### src/rtl/mem_stage_lsu.sv
// mem_stage_lsu: MEM-stage load/store unit on a word-addressed data bus.
// Optional macro MISALIGN_TRAP_EN: trap misaligned half/word accesses.
module mem_stage_lsu #(
    parameter int unsigned TIMEOUT_CYCLES = 255
) (
    input  logic        clk,
    input  logic        rst,
    input  logic [31:0] mem_addr,
    input  logic [31:0] mem_wdata,
    input  logic [2:0]  mem_funct3,
    input  logic        mem_read,
    input  logic        mem_write,
    output logic        lsu_stall,
    output logic        dbus_req_valid,
    input  logic        dbus_req_ready,
    output logic        dbus_we,
    output logic [31:0] dbus_addr,
    output logic [3:0]  dbus_be,
    output logic [31:0] dbus_wdata,
    input  logic        dbus_rsp_valid,
    input  logic [31:0] dbus_rsp_rdata,
    output logic [31:0] load_data,
    output logic        load_valid,
`ifdef MISALIGN_TRAP_EN
    output logic        misaligned,
`endif
    output logic        bus_error
);

    localparam int CW = $clog2(TIMEOUT_CYCLES + 2);
    localparam logic [CW-1:0] TO_LAST =
        CW'(TIMEOUT_CYCLES == 0 ? 32'd0 : TIMEOUT_CYCLES - 1);

    typedef enum logic [1:0] {
        IDLE,
        REQ,
        WAIT,
        DONE
    } state_e;

    state_e      state_q, state_d;
    logic [CW-1:0] cnt_q, cnt_d;
    logic        we_q, we_d;
    logic [29:0] addr_q, addr_d;
    logic [3:0]  be_q, be_d;
    logic [31:0] wdata_q, wdata_d;
    logic [2:0]  f3_q, f3_d;
    logic [1:0]  off_q, off_d;
    logic [31:0] ld_q, ld_d;
    logic        lv_q, lv_d;
    logic        err_q, err_d;
`ifdef MISALIGN_TRAP_EN
    logic        mis_q, mis_d;
`endif

    logic        access;
    logic        mis;
    logic [3:0]  be_new;
    logic [31:0] wd_new;
    logic [7:0]  rb;
    logic [15:0] rh;
    logic [31:0] ext;
    logic        req;

    assign access = mem_read | mem_write;
    assign req    = (state_q == REQ);

`ifdef MISALIGN_TRAP_EN
    assign mis = (mem_funct3[1:0] == 2'b01 && mem_addr[0]) ||
                 (mem_funct3[1] && mem_addr[1:0] != 2'b00);
`else
    assign mis = 1'b0;
`endif

    // Byte enables and lane replication for the incoming access size
    always_comb begin
        be_new = 4'b1111;
        wd_new = mem_wdata;
        unique case (1'b1)
            mem_funct3[1:0] == 2'b00: begin
                be_new = 4'b0001 << mem_addr[1:0];
                wd_new = {4{mem_wdata[7:0]}};
            end
            mem_funct3[1:0] == 2'b01: begin
                be_new = 4'b0011 << {mem_addr[1], 1'b0};
                wd_new = {2{mem_wdata[15:0]}};
            end
            default: ;
        endcase
    end

    // Select the addressed lane of the read word and size-extend it
    always_comb begin
        rb  = dbus_rsp_rdata[{off_q, 3'b000} +: 8];
        rh  = dbus_rsp_rdata[{off_q[1], 4'b0000} +: 16];
        ext = dbus_rsp_rdata;
        unique case (f3_q)
            3'b000:  ext = {{24{rb[7]}}, rb};
            3'b001:  ext = {{16{rh[15]}}, rh};
            3'b100:  ext = {24'b0, rb};
            3'b101:  ext = {16'b0, rh};
            default: ext = dbus_rsp_rdata;
        endcase
    end

    // Access sequencing: next state, latched fields, stall
    always_comb begin
        state_d   = state_q;
        cnt_d     = '0;
        we_d      = we_q;
        addr_d    = addr_q;
        be_d      = be_q;
        wdata_d   = wdata_q;
        f3_d      = f3_q;
        off_d     = off_q;
        ld_d      = '0;
        lv_d      = 1'b0;
        err_d     = 1'b0;
`ifdef MISALIGN_TRAP_EN
        mis_d     = 1'b0;
`endif
        lsu_stall = 1'b0;
        unique case (state_q)
            IDLE: begin
                if (access) begin
                    lsu_stall = 1'b1;
                    we_d      = mem_write;
                    addr_d    = mem_addr[31:2];
                    be_d      = be_new;
                    wdata_d   = wd_new;
                    f3_d      = mem_funct3;
                    off_d     = mem_addr[1:0];
                    if (mis) begin
                        state_d = DONE;
                        lv_d    = 1'b1;
`ifdef MISALIGN_TRAP_EN
                        mis_d   = 1'b1;
`endif
                    end else begin
                        state_d = REQ;
                    end
                end
            end
            REQ: begin
                lsu_stall = 1'b1;
                if (dbus_req_ready) state_d = WAIT;
            end
            WAIT: begin
                lsu_stall = 1'b1;
                cnt_d     = cnt_q + CW'(1);
                if (dbus_rsp_valid) begin
                    state_d = DONE;
                    lv_d    = 1'b1;
                    ld_d    = we_q ? 32'h0 : ext;
                end else if (TIMEOUT_CYCLES != 0 && cnt_q == TO_LAST) begin
                    state_d = DONE;
                    lv_d    = 1'b1;
                    err_d   = 1'b1;
                end
            end
            DONE: state_d = IDLE;
            default: state_d = IDLE;
        endcase
    end

    // State, latched access fields and registered result outputs
    always_ff @(posedge clk or posedge rst) begin
        if (rst) begin
            state_q <= IDLE;
            cnt_q   <= '0;
            we_q    <= 1'b0;
            addr_q  <= '0;
            be_q    <= '0;
            wdata_q <= '0;
            f3_q    <= '0;
            off_q   <= '0;
            ld_q    <= '0;
            lv_q    <= 1'b0;
            err_q   <= 1'b0;
`ifdef MISALIGN_TRAP_EN
            mis_q   <= 1'b0;
`endif
        end else begin
            state_q <= state_d;
            cnt_q   <= cnt_d;
            we_q    <= we_d;
            addr_q  <= addr_d;
            be_q    <= be_d;
            wdata_q <= wdata_d;
            f3_q    <= f3_d;
            off_q   <= off_d;
            ld_q    <= ld_d;
            lv_q    <= lv_d;
            err_q   <= err_d;
`ifdef MISALIGN_TRAP_EN
            mis_q   <= mis_d;
`endif
        end
    end

    assign dbus_req_valid = req;
    assign dbus_we        = req & we_q;
    assign dbus_addr      = req ? {addr_q, 2'b00} : 32'h0;
    assign dbus_be        = req ? be_q : 4'h0;
    assign dbus_wdata     = req ? wdata_q : 32'h0;
    assign load_data      = ld_q;
    assign load_valid     = lv_q;
    assign bus_error      = err_q;
`ifdef MISALIGN_TRAP_EN
    assign misaligned     = mis_q;
`endif

endmodule

### config.mk
export PLATFORM = sky130hd
export DESIGN_NAME = mem_stage_lsu
export DESIGN_NICKNAME = d
export VERILOG_FILES = /design/src/rtl/mem_stage_lsu.sv
export SDC_FILE = /design/constraint.sdc
export NUM_CORES = 1
export LEC_CHECK = 0
export BUFFER_PORTS_ARGS = -buffer_cell sky130_fd_sc_hd__buf_4
export CAP_MARGIN = 20
export CORE_MARGIN = 2
export CORE_UTILIZATION = 50
export CTS_CLUSTER_DIAMETER = 120
export DETAILED_ROUTE_END_ITERATION = 6
export GPL_ROUTABILITY_DRIVEN = 0
export GPL_TIMING_DRIVEN = 0
export PLACE_DENSITY = 0.81
export RECOVER_POWER = 25
export SLEW_MARGIN = 25
export SYNTH_ARGS = -nofsm -noshare
export SYNTH_HDL_FRONTEND = slang
export SYNTH_SLANG_ARGS = --single-unit
### constraint.sdc
create_clock -name clk -period 5.2 [get_ports clk]
set_clock_uncertainty 0.1 [all_clocks]
set_input_delay 1.04 -clock clk [delete_from_list [all_inputs] [get_ports clk]]
set_output_delay 1.04 -clock clk [all_outputs]
set_load 0.02 [all_outputs]
Word-level counts from Yosys, hierarchy flattened --
Cells that the tools add are included.
Operators by class: div/mod/pow operators 0, mux-type cells 22, equal/unequal tests 11, reduce and logical (&&, ||, !) cells 6, $add $sub $neg 1, $lt $le $gt $ge 0, bitwise gates (word level) 2, shift-type cells 4, $mul 0
Operators with widths (count):
- 32-bit two-way mux | 5
- 32-bit one-hot mux with 4 select lines | 1
- 32-bit one-hot mux with 2 select lines | 1
- 32-bit by 6-bit variable part select with 16-bit output | 1
- 32-bit by 6-bit variable part select with 8-bit output | 1
- 9-bit by 1-bit adder with 9-bit output (second input constant) | 1
- 9-bit by 8-bit equality test with 1-bit output (second input constant) | 1
- 9-bit two-way mux | 1
- 2-bit two-way mux | 4
- 2-bit one-hot mux with 4 select lines | 1
- 4-bit one-hot mux with 2 select lines | 1
- 3-bit equality test (second input constant) | 2
- 1-bit two-way mux | 6
- 2-bit by 1-bit equality test with 1-bit output (second input constant) | 2
- 2-bit equality test (second input constant) | 2
- 2-bit zero test | 2
- 4-bit two-way mux | 1
- 2-bit inequality test (second input constant) | 2
- 1-bit by 2-bit << shifter with 4-bit output (first input constant) | 1
- 2-bit by 2-bit << shifter with 4-bit output (first input constant) | 1
- 3-bit by 1-bit equality test with 1-bit output (second input constant) | 1
- 3-bit zero test | 1
- 3-bit inequality test (second input constant) | 1
- 3-bit AND reduction | 1
- other kinds (5) | 5
Word-level totals: logic and storage cells 57, bits in read-only memories 0, flip-flop bits (word level) 117, input bits 105, memories 0, latch bits 0, memory bits (writable) 0

Depth between registers and ports, before layout --
depth after elaboration 5, depth in mapped cells 7, mapped depth without buffers 6

Worst setup path before layout --
OpenSTA, ideal clock, no wires.
kind in2out, from input port mem_write, to output port lsu_stall, data arrival time 1.839 ns, stages on the path 4, path slack 2.221 ns, path through o21ai_1 -> buf_2 -> buf_2 -> a21oi_1
On the way: longest elaborated chain between the ends 3
Ends and longest elaborated chain:
- start: declaration | RTL line 12 | input logic mem_write,
- 1-bit OR | RTL line 65 | assign access = mem_read | mem_write;
- 1-bit two-way mux | RTL line 125 | if (access) begin
- 1-bit one-hot mux with 2 select lines | RTL line 123 | unique case (state_q)
- end: declaration | RTL line 13 | output logic lsu_stall,
No other way between the ends.

Worst setup path after layout --
from register state_q[1], to output port dbus_wdata[13]
On the way: longest elaborated chain between the ends 2
Ends and longest elaborated chain:
- start: declaration | RTL line 41 | state_e state_q, state_d;
- start signal: assignment | RTL line 184 | state_q <= state_d;
- 2-bit by 1-bit equality test with 1-bit output | RTL line 66 | assign req = (state_q == REQ);
- 32-bit two-way mux | RTL line 205 | assign dbus_wdata = req ? wdata_q : 32'h0;
- end: declaration | RTL line 19 | output logic [31:0] dbus_wdata,
No other way between the ends.

==> tab_implementation.tex <==
\begin{tabular}{lr}
\hline
Metric & Value \\
\hline
\multicolumn{2}{l}{\textbf{Floorplan}} \\
Initial cell density of the core & roughly half \\
X dimension of the die & between 100 and 150 microns \\
I/O pin total & 210 \\
Number of core rows & 38 \\
Die area & 0.0121 sq mm \\
Core area & between 0.01 and 0.015 sq mm \\
Die height & between 100 and 150 microns \\
\multicolumn{2}{l}{\textbf{Hold path}} \\
End of the worst hold path & wdata\_q[19] \\
Instance count along the most critical hold path & 2 \\
Hold\_sp & wdata\_q[19] \\
Min-Delay Path Class & reg -> reg \\
\multicolumn{2}{l}{\textbf{Clock tree}} \\
TritonCTS clock tree & done \\
TritonCTS sink count & around 120 \\
CTS Hold Bufs & 0 \\
Deepest clock path buffer count & 2 \\
CTS Root Cell & clkbuf\_8 \\
Cts repair resizes & 0 \\
Setup Buffers After CTS & 0 \\
Count of H-tree levels built during CTS & 4 \\
TritonCTS buffer count & 17 \\
Clk Latency, worst-skew pair & 0.52 ns \\
CTS clock-pin slew for the worst setup and hold paths & about 0.060 ns \\
\multicolumn{2}{l}{\textbf{Placement}} \\
Number of port buffers & 207 \\
Post-DP HPWL & 11500 microns \\
\multicolumn{2}{l}{\textbf{Synth}} \\
Number of cells produced by synthesis & $\sim$540 \\
Synthesis warning total & 0 \\
Register bit total from synthesis & between 100 and 150 \\
Part of the Yosys area used for sequential elements & between 50\% and 60\% \\
Area of the mapped netlist & about 0.0056 sq mm \\
Yosys cell types & 46 \\
Post-synthesis average cell area & 10.5 sq um \\
\multicolumn{2}{l}{\textbf{Timing}} \\
Final setup violation count & 0 \\
Final hold violations & 0 \\
Final cycle utilization of the critical path & slightly above 70\% \\
Setup repair after global routing missed its margin & false \\
Final-report max-slew violation count & 120 \\
Timing-limited maximum frequency & about 270 MHz \\
Max\_slew headroom & -28.7\% \\
TNS Setup & 0 ns \\
Slew at the pin closest to its max-slew limit & $\sim$1.9 ns \\
Min Clock Period, post-route & 3.72 ns \\
\multicolumn{2}{l}{\textbf{Power}} \\
Part of the power in combinational logic & 41.3\% \\
Maximum vdd ir drop & between 0.0003 and 0.0004 V \\
Final Total Pwr & 4.57 mW \\
Power per standard cell area & 571 mW/mm\^{}2 \\
Clock power share & approximately 28\% \\
Switching fraction of total power & between 30\% and 40\% \\
Share of total power in sequential cells & 31.2\% \\
Sw Pwr & approximately 1.6 mW \\
Internal Dissipation & about 2.9 mW \\
Standby leakage power & 4.13 nW \\
\multicolumn{2}{l}{\textbf{Global route}} \\
Initial antenna violation count & 0 \\
Total global-route track usage & 26.6\% \\
Wire length of the first global-routing pass & about 24000 microns \\
Largest net degree at the start of global routing & 76 \\
Congestion Overflow GR & 0 \\
Number of global-route vias before repair & $\sim$5000 \\
\multicolumn{2}{l}{\textbf{Setup path}} \\
Critical Path End Type & output port \\
Top Family by Delay on Critical Path & buffers and inverters \\
Depth of the worst register-to-register path & 6 \\
Start-to-end type of the worst setup path & reg -> out \\
Standard cell with the maximum stage delay on the critical path & clkbuf\_1 \\
Largest fanout of any net on the critical path & 10 \\
Crit path arrival time & between 2 and 3 ns \\
Reg-to-reg startpoint & state\_q[0] \\
Register-to-register path setup slack & between 3 and 4 ns \\
Most frequent cell on the critical path & clkbuf\_1 \\
Kind of start point of the critical path & register \\
Worst reg2reg endpoint & wdata\_q[21] \\
CP Data Required Time & 4.06 ns \\
Ordered cell list for the critical path & inv\_1, ha\_1, clkbuf\_1, clkbuf\_1, and2\_1, buf\_4 \\
Buffers plus inverters on the worst setup path & 4 \\
Critical Path Max Stage Delay & 0.48 ns \\
\multicolumn{2}{l}{\textbf{Outcome}} \\
Violated checks & max-capacitance violations, max-slew violations \\
Status & finished, violations left \\
\multicolumn{2}{l}{\textbf{Layout}} \\
Diode count & 0 \\
Leading cell type in the layout, fill and taps excluded & buf\_4 \\
Fraction of layout cells with a size suffix above 1 & between 30 and 40\% \\
Commonest non-fill, non-tap cells in the layout & buf\_4 (214), dfrtp\_1 (117), nand2\_1 (81) \\
Net count, final & slightly below 900 \\
Synthesis-to-finish area growth & 42.3\% \\
\multicolumn{2}{l}{\textbf{Drt}} \\
Remaining antenna violation count & 0 \\
Routed wire length & 15600 microns \\
Average wire per standard cell & 17.0 microns \\
Number of vias per cell & approximately 5.2 \\
Count of TritonRoute iterations in the first routing pass & 4 \\
Post-route DRC violation count & 0 \\
Via count of the routed design & approximately 4800 \\
Detailed Route Iter0 Violations & 204 \\
\multicolumn{2}{l}{\textbf{Flow run}} \\
Max-capacitance violation count & 2 \\
\hline
\end{tabular}
==> cell families (layout without fill, tap and decap cells) <==
family	Yosys count	in the layout	synth area share, %
AOI/OAI and AO/OA	75	75	8.74
xor gates and xnor gates	7	7	1.09
adders and majority gates	7	7	1.56
buffers and inverters	52	292	4.23
DFF	117	117	52.0
muxes	73	73	13.9
other	1	2	0.0667
and+or+nand+nor	206	206	18.4
==> final cells by class <==
| type | instances | area [sq um] |
|---|---|---|
| Buffer | 32 | 163 |
| Clock buffer | 22 | 463 |
| Clock inverter | 10 | 175 |
| Fill cell | 774 | 2890 |
| Inverter | 20 | 76.3 |
| Multi-Input combinational cell | 370 | 2460 |
| Sequential cell | 117 | 2930 |
| Tap cell | 140 | 175 |
| Timing Repair Buffer | 208 | 1560 |
==> worst min-delay path, stage by stage, from the launching register on <==
cell     delay [ns]
dfrtp_1        0.33
nand2_1        0.05
o21ai_0        0.06
==> metrics by stage <==
step / std cells / util, % / hold slack, ns / cell area, sq um / setup WS, ns
floorplan: 539 / - / 0.342 / 5630 / 0.959
global placement: 886 / 67.6 / 0.354 / 7360 / -0.235
detailed placement: 887 / 67.9 / 0.367 / 7390 / 1.78
CTS: 919 / 73.7 / 0.380 / 8030 / 1.46
global route: 919 / 73.5 / 0.408 / 8000 / 0.927
finish: 919 / 73.5 / 0.379 / 8000 / 1.48
==> worst max-delay path by stage <==
stage / startpoint / endpoint / depth (start not counted)
after floorplan: rst / addr_q[0] / 1
after global placement: rst / addr_q[28] / 2
after detailed placement: mem_write / lsu_stall / 6
after CTS: state_q[1] / dbus_wdata[13] / 6
after global routing: rst / cnt_q[5] / 3
final: state_q[1] / dbus_wdata[13] / 6
==> power groups by stage <==
stage / Sequential, mW / Combinational [mW] / Clock (mW)
2_1_floorplan: 1.43 / 1.17 / 0
4_1_cts: 1.42 / 1.90 / 1.27
5_1_grt: 1.47 / 2.06 / 1.32
6_report: 1.42 / 1.89 / 1.26
3_5_place_dp: 1.43 / 1.88 / 0
3_3_place_gp: 1.41 / 1.83 / 0
==> sequential cells by signal (all words and copies together), names as in the netlist <==
register and count:
we_q 1, off_q 2, state_q 2, cnt_q 9
f3_q 3, be_q 4, addr_q 30, load_valid 1
bus_error 1, wdata_q 32, load_data 32
==> per-layer routing <==
layer	vias up	routed length, microns	global-route usage [%]
met5	-	0	0
met4	0	439	11.1
met3	33	1540	10.5
met2	219	7720	45.6
met1	2297	5900	29.5
li1	2254	-	-
==> cells in the mapped netlist, drive strengths merged <==
cell / number / area share (%)
a22o: 1 / 0.16
and2: 75 / 8.3
nor2: 26 / 1.8
or2: 1 / 0.11
and4: 1 / 0.16
clkbuf: 14 / 0.93
mux2: 41 / 8.2
nor3: 5 / 0.53
o22ai: 6 / 0.91
a31oi: 1 / 0.11
xnor2: 6 / 0.93
a221o: 1 / 0.18
nor4: 1 / 0.11
inv: 20 / 1.3
ha: 7 / 1.6
nand3: 4 / 0.36
buf: 18 / 2.0
nand2: 81 / 5.4
nand3b: 1 / 0.20
a21oi: 13 / 1.2
and3: 1 / 0.11
nor2b: 3 / 0.33
nand2b: 2 / 0.22
xor2: 1 / 0.16
a2111oi: 3 / 0.71
o21ba: 1 / 0.18
or2b: 1 / 0.20
o32a: 1 / 0.18
a221oi: 7 / 1.2
nand4: 3 / 0.33
dfrtp: 117 / 52
o21ai: 40 / 3.8
a21boi: 1 / 0.13
nor3b: 1 / 0.13
mux2i: 32 / 5.7
conb: 1 / 0.067
Note: power is estimated with default switching activity, not from simulation.
